`src/rtl/sort_frame_loader.sv`:
```
// sort_frame_loader
//   Collects a serial stream of DATA_WIDTH-bit words into one N = 2**LOG_INPUT
//   lane frame and hands it to the bitonic sorter as a one-cycle-valid parallel
//   vector. Frames cut short by s_last or by an idle timeout are padded with
//   PAD_VALUE. The fill buffer is separate from x, so the next frame fills
//   while the previous one is still held on x.
//
// Ports
//   clk      in   rising-edge clock
//   rst      in   asynchronous active-low reset
//   s_data   in   input element
//   s_valid  in   s_data valid
//   s_last   in   final element of a frame (only meaningful with s_valid)
//   s_ready  out  loader can accept; a beat transfers on s_valid && s_ready
//   x        out  frame to sorter, lane k = bits DATA_WIDTH*(k+1)-1 : DATA_WIDTH*k
//   x_valid  out  one-cycle pulse, x holds a new frame
//   x_count  out  number of real (non-pad) lanes in x, 1..N
module sort_frame_loader #(
    parameter int unsigned            LOG_INPUT  = 4,
    parameter int unsigned            DATA_WIDTH = 8,
    parameter logic [DATA_WIDTH-1:0]  PAD_VALUE  = '1,
    parameter int unsigned            TIMEOUT    = 0
) (
    input  logic                                 clk,
    input  logic                                 rst,
    input  logic [DATA_WIDTH-1:0]                s_data,
    input  logic                                 s_valid,
    input  logic                                 s_last,
    output logic                                 s_ready,
    output logic [DATA_WIDTH*(2**LOG_INPUT)-1:0] x,
    output logic                                 x_valid,
    output logic [LOG_INPUT:0]                   x_count
);

    localparam int unsigned    N         = 2 ** LOG_INPUT;
    localparam int unsigned    W         = DATA_WIDTH * N;
    localparam logic [W-1:0]   PAD_FRAME = {N{PAD_VALUE}};
    localparam logic [15:0]    TO_LIMIT  = 16'(TIMEOUT);

    typedef enum logic {
        ST_EMPTY,
        ST_FILLING
    } state_t;

    // control state
    state_t                 r_state;
    state_t                 w_state_next;
    logic [LOG_INPUT-1:0]   r_idx;
    logic [LOG_INPUT-1:0]   w_idx_next;
    logic [15:0]            r_idle;
    logic [15:0]            w_idle_next;

    // ready pipeline: arms on the first edge after release, ready on the second
    logic                   r_arm;
    logic                   r_ready;

    // datapath
    logic [W-1:0]           r_buf;
    logic [W-1:0]           w_buf_next;
    logic [W-1:0]           w_frame;
    logic [LOG_INPUT:0]     w_count;

    logic                   w_beat;
    logic                   w_complete;
    logic                   w_timeout;
    logic                   w_emit;
    logic [15:0]            w_idle_inc;

    assign s_ready    = r_ready;
    assign w_beat     = s_valid && r_ready;
    assign w_complete = w_beat && (s_last || (r_idx == '1));
    assign w_idle_inc = r_idle + 16'd1;
    // The flush fires on the edge that would take the counter to TIMEOUT; a
    // beat in that same cycle takes priority and the flush is dropped.
    assign w_timeout  = (TIMEOUT != 0) && (r_state == ST_FILLING) && !w_beat &&
                        (w_idle_inc == TO_LIMIT);
    assign w_emit     = w_complete || w_timeout;

    // ------------------------------------------------------------------
    // state register
    // ------------------------------------------------------------------
    always_ff @(posedge clk or negedge rst) begin
        if (!rst) begin
            r_state <= ST_EMPTY;
            r_idx   <= '0;
            r_idle  <= '0;
        end else begin
            r_state <= w_state_next;
            r_idx   <= w_idx_next;
            r_idle  <= w_idle_next;
        end
    end

    // ------------------------------------------------------------------
    // next-state logic
    // ------------------------------------------------------------------
    always_comb begin
        w_state_next = r_state;
        w_idx_next   = r_idx;
        w_idle_next  = r_idle;
        if (w_emit) begin
            w_state_next = ST_EMPTY;
            w_idx_next   = '0;
            w_idle_next  = '0;
        end else if (w_beat) begin
            w_state_next = ST_FILLING;
            w_idx_next   = r_idx + LOG_INPUT'(1);
            w_idle_next  = '0;
        end else if (r_state == ST_FILLING) begin
            if (TIMEOUT != 0) begin
                w_idle_next = w_idle_inc;
            end
        end else begin
            w_idle_next = '0;
        end
    end

    // ------------------------------------------------------------------
    // output / datapath logic
    // ------------------------------------------------------------------
    always_comb begin
        w_frame    = PAD_FRAME;
        w_buf_next = r_buf;
        for (int unsigned k = 0; k < N; k++) begin
            // lanes below idx are already filled; the completing beat lands
            // at idx; everything above is pad
            if (k < 32'(r_idx)) begin
                w_frame[k*DATA_WIDTH +: DATA_WIDTH] = r_buf[k*DATA_WIDTH +: DATA_WIDTH];
            end else if ((k == 32'(r_idx)) && w_complete) begin
                w_frame[k*DATA_WIDTH +: DATA_WIDTH] = s_data;
            end else begin
                w_frame[k*DATA_WIDTH +: DATA_WIDTH] = PAD_VALUE;
            end
            if (w_beat && (k == 32'(r_idx))) begin
                w_buf_next[k*DATA_WIDTH +: DATA_WIDTH] = s_data;
            end
        end
        if (w_emit) begin
            w_buf_next = PAD_FRAME;
        end
        if (w_complete) begin
            w_count = {1'b0, r_idx} + (LOG_INPUT + 1)'(1);
        end else begin
            w_count = {1'b0, r_idx};
        end
    end

    always_ff @(posedge clk or negedge rst) begin
        if (!rst) begin
            r_arm   <= 1'b0;
            r_ready <= 1'b0;
            r_buf   <= PAD_FRAME;
            x       <= '0;
            x_valid <= 1'b0;
            x_count <= '0;
        end else begin
            r_arm   <= 1'b1;
            r_ready <= r_arm;
            r_buf   <= w_buf_next;
            x_valid <= w_emit;
            if (w_emit) begin
                x       <= w_frame;
                x_count <= w_count;
            end
        end
    end

endmodule

```
`config.mk`:
```
export PLATFORM = sky130hd
export DESIGN_NAME = sort_frame_loader
export DESIGN_NICKNAME = d
export VERILOG_FILES = /design/src/rtl/sort_frame_loader.sv
export SDC_FILE = /design/constraint.sdc
export NUM_CORES = 1
export LEC_CHECK = 0
export ABC_AREA = 0
export CAP_MARGIN = 20
export CORE_UTILIZATION = 50
export DETAILED_ROUTE_END_ITERATION = 6
export MAX_ROUTING_LAYER = met4
export PLACE_DENSITY = 0.73
export SETUP_SLACK_MARGIN = 0.2
export SLEW_MARGIN = 20
export SYNTH_ARGS = -nofsm -noshare
export SYNTH_HDL_FRONTEND = slang
export SYNTH_SLANG_ARGS = --single-unit
```
`constraint.sdc`:
```
create_clock -name clk -period 4.94 [get_ports clk]
set_clock_uncertainty 0.2 [all_clocks]
set_input_delay 0.494 -clock clk [delete_from_list [all_inputs] [get_ports clk]]
set_output_delay 0.494 -clock clk [all_outputs]
set_load 0.005 [all_outputs]
```
# Yosys cells after proc, flatten, opt, wreduce, memory -nomap -nowiden
# Index checks and enable logic that the tools add are counted.
# op_classes
addsub	2
order_cmp	15
eq_ne	16
n_mux	49
n_reduce_logical	51
# ops
operator	count
2-to-1 mux 8 bit	46
2-to-1 mux 120 bit	1
logical AND 1 bit	33
== test 4 bit, first input constant	8
nonzero test 2 bit	16
less-than comparator 4 bit, first input constant	7
== test 3 x 4 -> 1 bit, first input constant	4
less-than comparator 3 x 4 -> 1 bit, first input constant	4
== test 2 x 4 -> 1 bit, first input constant	2
less-than comparator 1 x 4 -> 1 bit, first input constant	2
less-than comparator 2 x 4 -> 1 bit, first input constant	2
2-to-1 mux 4 bit	2
adder 4 x 1 -> 5 bit, second input constant	1
adder 4 x 1 -> 4 bit, second input constant	1
== test 1 x 4 -> 1 bit, first input constant	1
== test 4 bit, second input constant	1
logical NOT 4 bit	1
logical OR 1 bit	1
# word_totals
reg_bits	260
elab_cells	154

# Logic depth before layout (Yosys ltp)
# Gate-level depths: netlist of run 1.
# logic_depth
depth_word	6
mapped_depth	9
mapped_depth_nobuf	5

# Least setup slack after synthesis of run 1
# Ideal clock, no wire load.
# synth_timing
path_kind	register to register
start	reg r_idx[1]
end	reg x[0]
setup_time_ns	0.083
t_arrival_ns	1.920
slack_ns	2.738
path_stages_with_launch	10
cell_sequence	dfrtp_1 buf_2 clkbuf_1 inv_1 ha_1 nand3_1 buf_2 clkbuf_1 o22ai_1 o21ai_0
# synth_between
elab_chain_cells	6
elab_cells_between_ends	8
cone_classes	order compare: 1; eq/ne: 1; mux: 2; reduce/logical: 4
# synth_lines
element	line_no	text
start, declared	48	logic [LOG_INPUT-1:0] r_idx;
start signal, assigned	89	r_idx <= w_idx_next;
== test 4 bit	71	assign w_complete = w_beat && (s_last || (r_idx == '1));
logical OR 1 bit	71	
logical AND 1 bit	71	
logical AND 1 bit	129	end else if ((k == 32'(r_idx)) && w_complete) begin
2-to-1 mux 8 bit	129	
2-to-1 mux 8 bit	127	if (k < 32'(r_idx)) begin
end signal, assigned	162	x <= w_frame;
end, declared	30	output logic [DATA_WIDTH*(2**LOG_INPUT)-1:0] x,
# Parallel ways exist; a longest one is shown, timed or not.
# A chain may end at the register's enable or synchronous reset.

# Worst setup path in the final report of run 1
# layout_timing
start	reg r_idx[1]
end	reg x[89]
# The elaborated chain is that of the path after synthesis.

==> reports/results.ini, run 1 <==
[die]
die_w_um=157.2
ios=147
fp.dieH_um=157.2
core_um2=23540
dieArea_um2=24700
start_util=0.5113
rows=56

[cts]
clock_sinks=260
clockBufferDepth=3
clk_latency_ps=530
cts_tree=yes
clk_pin_slew_ps=60
h-tree-depth=1
cts_buffers=27
cts_root_buf=clkbuf_16

[timing]
fmaxAchievable_mhz=307.6
relSlewSlack=0.2615
min_period_ps=3251
finalSetupViolations=0
grt_setup_unrepaired=no
hold_viol=0
slew_violations=0
tightestPinTransition_ps=1105
fin_crit_sh=0.6581
fin_setup_tns_ps=0

[critical_path]
r2r-end=x[89]$_DFFE_PN0P_
crit_arrival_ps=3440
reg2reg_from=r_idx[1]$_DFFE_PN0P_
cp_slowest_cell=dfrtp_1
critical_path_class=register to register
r2r_cells=4
crit_cells=4
cp_data_required_time_ps=5130
critPathTopFamily=flip-flops
worst-path-buf-inv=0
cp-start-kind=register
endpoint=x[89]$_DFFE_PN0P_
cp_max_fo=21
crit_path_cell_trace=ha_1 -> nand4_1 -> o32ai_1 -> o21ai_0
crit_start=r_idx[1]$_DFFE_PN0P_
slowest_delay_ps=900
r2r_slack_ps=1690
critPathCaptureType=register

[placed_design]
dpl-instance-area_um2=13480
gp_congestion=0.8367
numPortBuffers=146
dp.final_hpwl_um=20610

[yosys]
synth.distinct_cells=47
synth_warnings=0
synth_edf_count=0
syn_nets=1259
yosys.area.top_type=dfrtp_1
avgSynthCellArea_um2=9.683
ys_ff_latch=260
synth_ff_type=dfrtp_1
synth_cells=1243
syn-cell-area_um2=12040
synth.top_cell.area_share=0.2911
yosys-top-cells-area=dfrtp_1 (29%), dfstp_2 (26%), o21ai_0 (14%)
async_flop_share=1.000
ys_seq_area_frac=0.5530

[grt]
grt_pass1_vias=9919
grt-busiest-layer=met1
met3_usage=0.04570
antenna_found_initial=1
grt_overflow_total=0
use_met1=0.4485
grt_util_met2=0.4406
track_usage=0.3039
grt_pass1_wl_um=57190
grt_max_degree=125

[drt]
vias=10750
avgViaCountPerCell=6.586
drc=0
routedWlPerCell_um=22.33
ant_nets=0
firstDrtPassIters=6
wl_um=36450
drtIter0Drc=1141

[run]
cap_viol_max_count=0

[min_path]
hold_path.class=register to register
whs_path_depth=0

[power]
power_frac_comb=0.180
static-leakage-power_nw=5.071
p_sw_frac=0.2701
ir_drop_v=0.0002305
power_density_nw_per_um2=404.6
intPower_w=0.004263
p_switching_w=0.001577
clkPwrFrac=0.367
p_seq_frac=0.453

[status]
outcome=complete, no violations

[finish]
final_nets=1308
fillers=1966
final_layout_size_suffix_gt1_frac=0.1623
multi_input_area_um2=4693
design_area_um2=14440
syn_to_final_growth_pct=19.93
seq_area_um2=6656

cell usage in the layout, fill, tap and decap left out, types with 4 or more instances in the layout:
cell and instances:
o21ai_0 341, nand3_1 184, clkdlybuf4s50_1 145, dfrtp_1 140, dfstp_2 120, o32ai_1 78
a21oi_1 40, buf_4 30, clkbuf_16 27, o22ai_1 26, nor3_1 24, o31ai_1 18
nor2_1 17, o21ai_1 15, nand2b_1 10, o22a_1 8, or3_1 8, nor4_1 7
clkinv_2 7, clkbuf_8 6, clkbuf_1 5, ha_1 4, bufinv_16 4
cells by family (layout without fill, tap and decap cells):
logic type / after synthesis / after routing / synth area share
AOI/OAI and AO/OA: 531 / 531 / 0.2567
xor gates and xnor gates: 2 / 2 / 0.001456
adders and majority gates: 4 / 4 / 0.004158
buffers and inverters: 164 / 233 / 0.05915
DFF: 260 / 260 / 0.5530
muxes: 1 / 1 / 0.0009355
other: 1 / 2 / 0.0003116
and+or+nand+nor: 280 / 280 / 0.1243
through the flow:
| stage | total power (W) | cells | utilization | hold slack [ps] | setup slack [ps] |
|---|---|---|---|---|---|
| floorplan | 0.003105 | 1243 | - | -1.591 | 2738 |
| global placement | 0.003690 | 1581 | 0.5728 | 133.5 | 1714 |
| detailed placement | 0.003715 | 1581 | 0.5728 | 137.9 | 1628 |
| CTS | 0.005850 | 1631 | 0.6128 | 152.0 | 1755 |
| global route | 0.006078 | 1632 | 0.6131 | 156.1 | 1583 |
| finish | 0.005840 | 1632 | 0.6131 | 150.5 | 1689 |
cells in the mapped netlist (all sizes together) (2+ instances only):
| library cell | n |
|---|---|
| and2 | 2 |
| a21oi | 41 |
| nand3 | 185 |
| nand4b | 3 |
| buf | 50 |
| or3 | 8 |
| o22a | 8 |
| nand2b | 12 |
| dfstp | 120 |
| dfrtp | 140 |
| inv | 5 |
| ha | 4 |
| nor2 | 18 |
| clkbuf | 109 |
| nor4 | 7 |
| nand2 | 4 |
| o22ai | 26 |
| and4b | 2 |
| nor3 | 26 |
| o21ai | 356 |
| and3 | 3 |
| o31ai | 18 |
| xnor2 | 2 |
| o32ai | 78 |
| nor2b | 3 |
worst min-delay path by stage:
stage | end | slack [ps] | startpoint
finish | s_ready$_DFF_PN0_ | 150 | r_arm$_DFF_PN0_
global route | s_ready$_DFF_PN0_ | 160 | r_arm$_DFF_PN0_
CTS | s_ready$_DFF_PN0_ | 150 | r_arm$_DFF_PN0_
detailed placement | s_ready$_DFF_PN0_ | 140 | r_arm$_DFF_PN0_
global placement | s_ready$_DFF_PN0_ | 130 | r_arm$_DFF_PN0_
floorplan | r_arm$_DFF_PN0_ | -2 | rst
state kept, by name (all words and copies together), names as in the netlist:
name     count
x          128
r_buf      120
x_count      5
r_idx        4
r_arm        1
s_ready      1
x_valid      1
power by group through the flow:
stage / Sequential [W] / Clock, W / Combinational, W
2_1_floorplan: 0.00263 / 0 / 0.000476
3_3_place_gp: 0.00267 / 0 / 0.00102
3_5_place_dp: 0.00267 / 0 / 0.00104
4_1_cts: 0.00264 / 0.00216 / 0.00105
5_1_grt: 0.00267 / 0.00224 / 0.00116
6_report: 0.00264 / 0.00214 / 0.00105
per-layer routing:
layer,up-vias,share of wire
met5,-,0
met3,60,0.098
met1,5348,0.43
li1,4728,-
met4,0,0.018
met2,613,0.46
final cells by class:
cell class | count | share of cell area
sequential | 260 | 0.4611
timing repair buffer | 179 | 0.1200
antenna | 1 | 0.0001734
multi-input combinational | 819 | 0.3251
tap | 319 | 0.02765
clock inverter | 11 | 0.01075
inverter | 5 | 0.001300
clock buffer | 38 | 0.05383
repair_timing:
item / in CTS / in global routing
endpoints found under the hold margin: 70 / 0
resized for setup: 0 / 0
buffers inserted: 0 / 0
hold buffers: 1 / 0
worst register-to-register path: cells and delay by family (launching register included):
family / cells / cell delay [ps]
AO/OA/AOI/OAI: 2 / 730
adder cells (fa/ha/maj): 1 / 560
AND/OR/NAND/NOR: 1 / 710
flip-flops: 1 / 900
Power figures use the tool's default switching activity.
==> run 2, diff against run 1 <==
==> constraint.sdc (replaced) <==
create_clock -name clk -period 3.1 [get_ports clk]
set_clock_uncertainty 0.2 [all_clocks]
set_input_delay 0.31 -clock clk [delete_from_list [all_inputs] [get_ports clk]]
set_output_delay 0.31 -clock clk [all_outputs]
set_load 0.005 [all_outputs]
==> reports/results.ini, run 2 (synthesized netlist as in run 1, its figures left out) <==
[critical_path]
cp_slowest_cell=dfrtp_1
r2r_slack_ps=500  ; -1180 ps
slowest_delay_ps=990  ; +90 ps
r2r-end=x[71]$_DFFE_PN0P_
critPathCaptureType=register
crit_path_cell_trace=inv_2 -> o32ai_1 -> o21ai_0
reg2reg_from=r_idx[3]$_DFFE_PN0P_
worst-path-buf-inv=1  ; +1
cp_max_fo=26  ; +24%
cp_data_required_time_ps=3290  ; -1840 ps
cp-start-kind=register
crit_arrival_ps=2780  ; -660 ps
critPathTopFamily=flip-flops
r2r_cells=3  ; -1
critical_path_class=register to register

[status]
outcome=complete, no violations

[timing]
fmaxAchievable_mhz=385.3  ; +25%
relSlewSlack=0.3417  ; +0.08029
min_period_ps=2596  ; -655.7 ps
grt_setup_unrepaired=no
fin_setup_tns_ps=0  ; unchanged
finalSetupViolations=0  ; unchanged
fin_crit_sh=0.8373  ; +0.1791
hold_viol=0  ; unchanged
layout_setup_ws_ps=504.5  ; -1184 ps
slew_violations=0  ; unchanged
tightestPinTransition_ps=987.4  ; -117.8 ps

[cts]
hold_buffers=1  ; unchanged
clock_sinks=260  ; unchanged
cts_buffers=27  ; unchanged
cts_tree=yes
clk_latency_ps=540  ; about the same
cts_setup_buffers=0  ; unchanged
clk_pin_slew_ps=60  ; about the same
h-tree-depth=1  ; unchanged
cts_root_buf=clkbuf_16
clockBufferDepth=3  ; unchanged
post_cts_resized=0  ; unchanged

[finish]
largest_reg_flops=128  ; unchanged
fillers=1984  ; +0.92%
syn_to_final_growth_pct=22.05
layout_commonest_cell=o21ai_0
top_regs=x: 128 flops, r_buf: 120 flops, x_count: 5 flops
multi_input_area_um2=4686  ; -0.16%
final_nets=1336  ; +2.1%
antennaDiodeCount=0  ; -1
final_layout_size_suffix_gt1_frac=0.1760  ; +0.01364
regMostFlops=x
fin_util=0.6240  ; +0.01084
final_cell_mix=o21ai_0 (341), nand3_1 (184), clkdlybuf4s50_1 (145), dfrtp_1 (140), dfstp_2 (120)
seq_area_um2=6656  ; unchanged
stdcell_count=1660  ; +1.7%

[min_path]
whs_path_depth=0  ; unchanged
hold_path.startpoint=r_arm$_DFF_PN0_
hold_path.class=register to register
hold-path-endpoint=s_ready$_DFF_PN0_

[die]
core_um2=23540  ; unchanged
start_util=0.5113  ; unchanged
fp.dieH_um=157.2  ; unchanged
rows=56  ; unchanged
dieArea_um2=24700  ; unchanged
die_w_um=157.2  ; unchanged
ios=147  ; unchanged

[placed_design]
dp.cells=1609  ; +1.8%
gp_congestion=0.8568  ; +2.4%
post-place-ws_ps=324.5  ; -1303 ps
dp.final_hpwl_um=21670  ; +5.1%
numPortBuffers=146  ; unchanged

[grt]
grt_max_degree=125  ; unchanged
grt_overflow_total=0  ; unchanged
grt_pass1_wl_um=57200  ; about the same
grt_pass1_vias=10200  ; +2.9%
antenna_found_initial=0  ; -1
track_usage=0.3020  ; -0.001903

[power]
ir_drop_v=0.0003822  ; +66%
finalPower_w=0.009160  ; +57%
static-leakage-power_nw=5.206  ; +2.7%
power_density_nw_per_um2=623.6  ; +54%

[drt]
firstDrtPassIters=5  ; -1
wl_um=35840  ; -1.7%
drtIter0Drc=1084  ; -5.0%
drc=0  ; unchanged
avgViaCountPerCell=6.467  ; -1.8%
routedWlPerCell_um=21.59  ; -3.3%
vias=10740  ; -0.13%
ant_nets=0  ; unchanged

[run]
cap_viol_max_count=0  ; unchanged

run 2: cell count changes in the layout (fill, tap and decap cells not counted), moves of 2 or more:
cell	before	now
buf_4	30	50
bufinv_16	4	2
buf_12	1	10
clkbuf_1	5	10
clkinv_2	7	4
run 2: area by class of cell:
cell class                      instances  share of cell area
Inverter                                5            0.001278
Sequential cell                       260              0.4531
Timing Repair Buffer                  207              0.1397
Clock buffer                           42             0.05323
Clock inverter                          8            0.006558
Tap cell                              319             0.02717
Multi-Input combinational cell        819              0.3190
run 2: worst max path at each step:
stage / endpoint / slack, ps / cells past startpoint / start
floorplan: x[0]$_DFFE_PN0P_ / 900 / 9 / r_idx[1]$_DFFE_PN0P_
global placement: x[31]$_DFFE_PN0P_ / 450 / 5 / s_valid
detailed placement: x[108]$_DFFE_PN0P_ / 320 / 5 / s_valid
CTS: x[71]$_DFFE_PN0P_ / 570 / 3 / r_idx[3]$_DFFE_PN0P_
global route: x[71]$_DFFE_PN0P_ / 400 / 3 / r_idx[3]$_DFFE_PN0P_
finish: x[71]$_DFFE_PN0P_ / 500 / 3 / r_idx[3]$_DFFE_PN0P_
run 2: worst register-to-register path, stage by stage (launching register included):
cell	delay [ps]
dfrtp_1	990
inv_2	460
o32ai_1	650
o21ai_0	140
run 2: stage by stage:
step | hold slack, ps | cell area, µm²
final | 150.1 | 14690
after CTS | 151.7 | 14690
after global routing | 178.7 | 14690
after floorplan | -185.6 | 12040
after detailed placement | 138.7 | 13800
after global placement | 134.5 | 13800
run 2: where the power goes:
part	switching [W]	internal (W)
Combinational	0.000886	0.000833
Sequential	0.000276	0.00393
Clock	0.00134	0.00190
run 2: layer usage:
layer  GRT usage  vias to the layer above  routed length [µm]
met1      0.4305                     5319               15680
met5           -                        -                   0
met3     0.03634                       77                2734
li1            -                     4786                   -
met4      0.1045                        0                1025
met2      0.4472                      553               16400
